--- config.mk ---
export PLATFORM = sky130hd
export DESIGN_NAME = data_mem_controller
export DESIGN_NICKNAME = d
export VERILOG_FILES = /design/src/rtl/data_mem_controller.sv
export SDC_FILE = /design/constraint.sdc
export NUM_CORES = 1
export LEC_CHECK = 0
export CAP_MARGIN = 20
export CORE_UTILIZATION = 25
export DETAILED_ROUTE_END_ITERATION = 7
export GPL_TIMING_DRIVEN = 0
export PLACE_DENSITY = 0.57
export SKIP_CTS_REPAIR_TIMING = 1
export SLEW_MARGIN = 20
export SYNTH_ARGS = -nofsm -noshare
export SYNTH_HDL_FRONTEND = slang
export SYNTH_SLANG_ARGS = --single-unit
--- constraint.sdc ---
create_clock -name clock -period 3.75 [get_ports clock]
set_input_delay 0.375 -clock clock [delete_from_list [all_inputs] [get_ports clock]]
set_output_delay 0.375 -clock clock [all_outputs]
set_load 0.03 [all_outputs]
--- src/rtl/data_mem_controller.sv ---
// -----------------------------------------------------------------------------
// data_mem_controller
//
// Bridges the EX/MEM stage's zero-latency data-memory view (req_* in, rsp_rd /
// rsp_stall out) to a synchronous single-port block RAM with a fixed read
// latency. Loads stall the pipeline until RAM data returns. Stores are posted
// into a one-entry write buffer and retire without stalling. A load whose word
// address matches the buffered store is served straight from the buffer.
//
// Ports
//   clock      in   1    single clock, all state on posedge
//   reset      in   1    asynchronous, active-low reset
//   req_en     in   1    access request (load or store)
//   req_we     in   1    1 = store, 0 = load; valid when req_en
//   req_addr   in   32   word address (bits above RAM_ADDR_WIDTH ignored)
//   req_wd     in   32   store data
//   rsp_rd     out  32   load data, valid when a load has req_en=1, rsp_stall=0
//   rsp_stall  out  1    combinational pipeline hold
//   ram_en     out  1    RAM port enable
//   ram_we     out  1    RAM write enable
//   ram_addr   out  RAM_ADDR_WIDTH  RAM word address
//   ram_wd     out  32   RAM write data
//   ram_rd     in   32   RAM read data, READ_LATENCY cycles after issue
//
// Parameters
//   RAM_ADDR_WIDTH  word-address bits driven to the RAM
//   READ_LATENCY    cycles from a read issue to valid ram_rd (1..15)
// -----------------------------------------------------------------------------
module data_mem_controller #(
   parameter int RAM_ADDR_WIDTH = 17,
   parameter int READ_LATENCY   = 2
) (
   input  logic                      clock,
   input  logic                      reset,
   input  logic                      req_en,
   input  logic                      req_we,
   input  logic [31:0]               req_addr,
   input  logic [31:0]               req_wd,
   output logic [31:0]               rsp_rd,
   output logic                      rsp_stall,
   output logic                      ram_en,
   output logic                      ram_we,
   output logic [RAM_ADDR_WIDTH-1:0] ram_addr,
   output logic [31:0]               ram_wd,
   input  logic [31:0]               ram_rd
);

   typedef enum logic {
      ST_IDLE,
      ST_WAIT
   } state_t;

   state_t                    r_state;
   logic [3:0]                r_cnt;
   logic                      r_wb_valid;
   logic [RAM_ADDR_WIDTH-1:0] r_wb_addr;
   logic [31:0]               r_wb_data;

   logic [RAM_ADDR_WIDTH-1:0] w_req_addr;
   logic                      w_hit;
   logic                      w_issue_read;
   logic                      w_drain;
   logic                      w_take_store;
   logic                      w_unused_addr_bits;

   assign w_req_addr         = req_addr[RAM_ADDR_WIDTH-1:0];
   assign w_unused_addr_bits = &{1'b0, req_addr[31:RAM_ADDR_WIDTH]};
   assign w_hit              = r_wb_valid && (r_wb_addr == w_req_addr);

   // Request decode and RAM port arbitration. A read issue always wins the
   // port; otherwise a valid buffer entry drains whenever nothing else needs it.
   always_comb begin
      // NOTE: every signal gets a default first so no path can infer a latch.
      rsp_stall    = 1'b0;
      rsp_rd       = '0;
      ram_en       = 1'b0;
      ram_we       = 1'b0;
      ram_addr     = '0;
      ram_wd       = '0;
      w_issue_read = 1'b0;
      w_drain      = 1'b0;
      w_take_store = 1'b0;

      case (r_state)
         ST_IDLE: begin
            if (req_en) begin
               if (req_we) begin
                  // Old entry (if any) drains while the new store replaces it.
                  w_take_store = 1'b1;
                  w_drain      = r_wb_valid;
               end else if (w_hit) begin
                  // Forward from the buffer; the entry stays put.
                  rsp_rd = r_wb_data;
               end else if (r_wb_valid) begin
                  // Clear the buffer first so the load later sees RAM current.
                  rsp_stall = 1'b1;
                  w_drain   = 1'b1;
               end else begin
                  rsp_stall    = 1'b1;
                  w_issue_read = 1'b1;
               end
            end else begin
               w_drain = r_wb_valid;
            end
         end
         ST_WAIT: begin
            w_drain = r_wb_valid;
            if (r_cnt != 4'd0) begin
               rsp_stall = 1'b1;
            end else begin
               rsp_rd = ram_rd;
            end
         end
         default: ;
      endcase

      if (w_issue_read) begin
         ram_en   = 1'b1;
         ram_addr = w_req_addr;
      end else if (w_drain) begin
         ram_en   = 1'b1;
         ram_we   = 1'b1;
         ram_addr = r_wb_addr;
         ram_wd   = r_wb_data;
      end
   end

   always_ff @(posedge clock or negedge reset) begin
      if (!reset) begin
         r_state    <= ST_IDLE;
         r_cnt      <= 4'd0;
         r_wb_valid <= 1'b0;
         r_wb_addr  <= '0;
         r_wb_data  <= '0;
      end else begin
         // NOTE: non-blocking assignments keep every register update reading
         // the pre-edge values, independent of statement order.
         case (r_state)
            ST_IDLE: begin
               if (w_issue_read) begin
                  r_state <= ST_WAIT;
                  r_cnt   <= 4'(READ_LATENCY - 1);
               end
            end
            ST_WAIT: begin
               if (r_cnt != 4'd0) begin
                  r_cnt <= r_cnt - 4'd1;
               end else begin
                  r_state <= ST_IDLE;
               end
            end
            default: r_state <= ST_IDLE;
         endcase

         if (w_take_store) begin
            r_wb_valid <= 1'b1;
            r_wb_addr  <= w_req_addr;
            r_wb_data  <= req_wd;
         end else if (w_drain) begin
            r_wb_valid <= 1'b0;
         end
      end
   end

endmodule
==> out/results.ini <==
[yosys]
synth.largest_area_cell = dfrtp_1
netlist-cell-type-count = 26
synth_edf_count = 0
synth_nets = 429
ys.flop_type = dfrtp_1
synth_cells = 328
ys_seq_elements = 55
synth_most_common_cell = nand2_1
synth_common_cells = nand2_1, dfrtp_1, mux2_2
synthTopCellsByArea = dfrtp_1, mux2_2, nand2_1
synth_top_area_share_pct = 44.44
synthArstFlopShare_pct = 100.0
yosys_warnings = 0
synth.yosys.seq_area_share_pct = 44.44
synth.cell_area_mm2 = 0.003097
syn_avg_cell_area_um2 = 9.441

[die]
initial_core_util_pct = 25.67
die_w_um = 113.3
design.die.area_mm2 = 0.01284
die_y_um = 113.3
num_io_pins = 184
core_region_area_mm2 = 0.01206
std_cell_rows = 40

[placed_design]
place.detailed.hpwl_um = 7783
port_buffers = 168
dp_slack_ns = -0.07020
placed_area_mm2 = 0.005006
place_congestion = 0.7377

[outcome]
status = complete, no violations

[setup_path]
critPathArrivalTime_ns = 3.20
worstSetupPathType = input pin to output pin
r2r_start = r_wb_addr[14]
cp_max_fo = 10
critPathRequiredTime_ns = 3.38
crit_end = rsp_rd[30]
worstRegToRegCells = 6
reg2reg_slack_ns = 1.64
critPathLaunch = req_addr[14]
end_kind = output pin
r2r-end = r_wb_valid
worstSetupStartpointType = input pin

[power_and_ir_drop]
power_density_mw_per_mm2 = 593.4
leakage_nw = 2.498
irDropWorstVdd_mv = 0.2593

[final_layout]
synthToLayoutAreaGrowth_pct = 70.87
diodes = 0
drive_gt1_share_pct = 13.95
fin_nets = 609
design_area_mm2 = 0.005291

[routing]
dr.pass1.iters = 4
ant_nets = 0
drt_iter0_markers = 112
wl_um = 10120
top_layer_used = met4
wl_per_cell_um = 14.95
dr_wl_met2_um = 5012
wl_met3_um = 554
num_vias = 3063
drc = 0
via_per_inst = 4.524
wl_met1_um = 4433

[timing]
setup_viol = 0
max_freq_ghz = 0.2794
hold_viol = 0
finClkSkew_ns = 0.004042
maxSlewViolCount = 0
slew_headroom_pct = 56.66
fin_ws_ns = 0.1712
tightest_slew_ns = 0.6500
period_needed_ns = 3.579
rsz0062_at_grt = no
fin_crit_sh_pct = 95.43

[global_routing]
grt_pass1_vias = 3255
track_usage_pct = 15.94
grt_pass1_wl_um = 16150
grt_overflow_total = 0
grt_max_degree = 37
antenna_found_initial = 0

[cts]
cts.htree.levels = 2
clock_latency_ns = 0.29
cts.clk_slew.worst_paths_ns = 0.07
numCtsBuffers = 5
cts_sinks = 55
cts_tree = yes
cts.path.max_buffers = 2
root_buffer = clkbuf_16

[flow_run]
drv_cap = 0

[min_path]
hp-class = input pin to async pin

==> where the power goes <==
part           switching [mW]  leakage [nW]  total, mW  internal (mW)
Combinational           0.784          1.76       1.52          0.733
Sequential              0.192         0.648       1.08          0.889
Clock                   0.209        0.0868      0.541          0.333
==> final cells by class <==
class / count / area, µm²
multi-input cells: 246 / 1614
well taps: 168 / 210.2
repair buffers: 173 / 1794
clock buffers: 6 / 138.9
inverters: 4 / 15.01
plain buffers: 23 / 107.6
clock inverters: 2 / 35.03
fillers: 1209 / 6770
flip-flops and latches: 55 / 1376
==> kinds of logic (layout without fill, tap and decap cells) <==
family          count (synthesis)  after routing  synth area share (%)
xor+xnor                       18             18                 5.091
simple gates                  120            120                 16.16
flops                          55             55                 44.44
fa+ha+maj                       1              1                0.4040
buf+inv                        27            208                 3.879
mux                            49             49                 17.82
compound gates                 58             58                 12.20
==> layout by cell type (no fill, tap or decap), types with 2 or more instances in the layout <==
| cell type | n |
|---|---|
| clkdlybuf4s50_1 | 142 |
| nand2_1 | 69 |
| dfrtp_1 | 55 |
| mux2_2 | 49 |
| o21ai_0 | 36 |
| nor2_1 | 35 |
| dlymetal6s2s_1 | 25 |
| a32o_1 | 17 |
| xor2_1 | 15 |
| clkbuf_1 | 14 |
| buf_1 | 5 |
| clkbuf_16 | 5 |
| inv_1 | 4 |
| buf_4 | 4 |
| xnor2_1 | 3 |
| nor4_1 | 3 |
| a21oi_1 | 3 |
| nor3_1 | 2 |
| clkbuf_2 | 2 |
| o22ai_1 | 2 |
| nor2b_1 | 2 |
==> sequential cells by signal (all words and copies together), names as in the netlist <==
register and count:
r_cnt 4, r_state 1, r_wb_addr 17, r_wb_data 32, r_wb_valid 1
==> critical path: stages <==
cell             delay (ns)
clkdlybuf4s50_1        0.45
xor2_1                 0.16
nor4_1                 0.34
nand4_1                0.22
or3_4                  0.47
clkbuf_1               0.24
o21ai_0                0.23
clkdlybuf4s50_1        0.71
==> layer usage <==
metal | track usage [%] | vias to the layer above
li1 | - | 1489
met1 | 20.18 | 1473
met2 | 27.69 | 92
met3 | 3.535 | 9
met4 | 3.509 | 0
met5 | 0 | -
==> through the flow <==
step / hold slack (ns) / setup TNS (ns) / cells / power [mW] / utilization [%]
3_5_place_dp: 0.2831 / -0.9001 / 665 / 2.622 / 41.50
6_report: 0.5064 / 0 / 677 / 3.140 / 43.87
5_1_grt: 0.5190 / 0 / 677 / 3.353 / 43.87
2_1_floorplan: 0.07941 / 0 / 328 / 2.019 / -
4_1_cts: -0.03127 / -1.548 / 673 / 3.177 / 42.95
3_3_place_gp: 0.4884 / -1.703 / 664 / 2.580 / 41.36
==> how the worst min path moves through the flow <==
stage                              from            end  slack, ns  depth (start not counted)
after global placement    r_wb_data[11]  r_wb_data[11]       0.49                          1
after detailed placement          reset  r_wb_addr[10]       0.28                          1
after floorplan                   reset       r_cnt[0]       0.08                          0
after global routing       r_wb_data[5]   r_wb_data[5]       0.52                          1
after CTS                         reset   r_wb_addr[8]      -0.03                          1
final                             reset   r_wb_addr[8]       0.51                          2
Note: power is estimated with default switching activity, not from simulation.
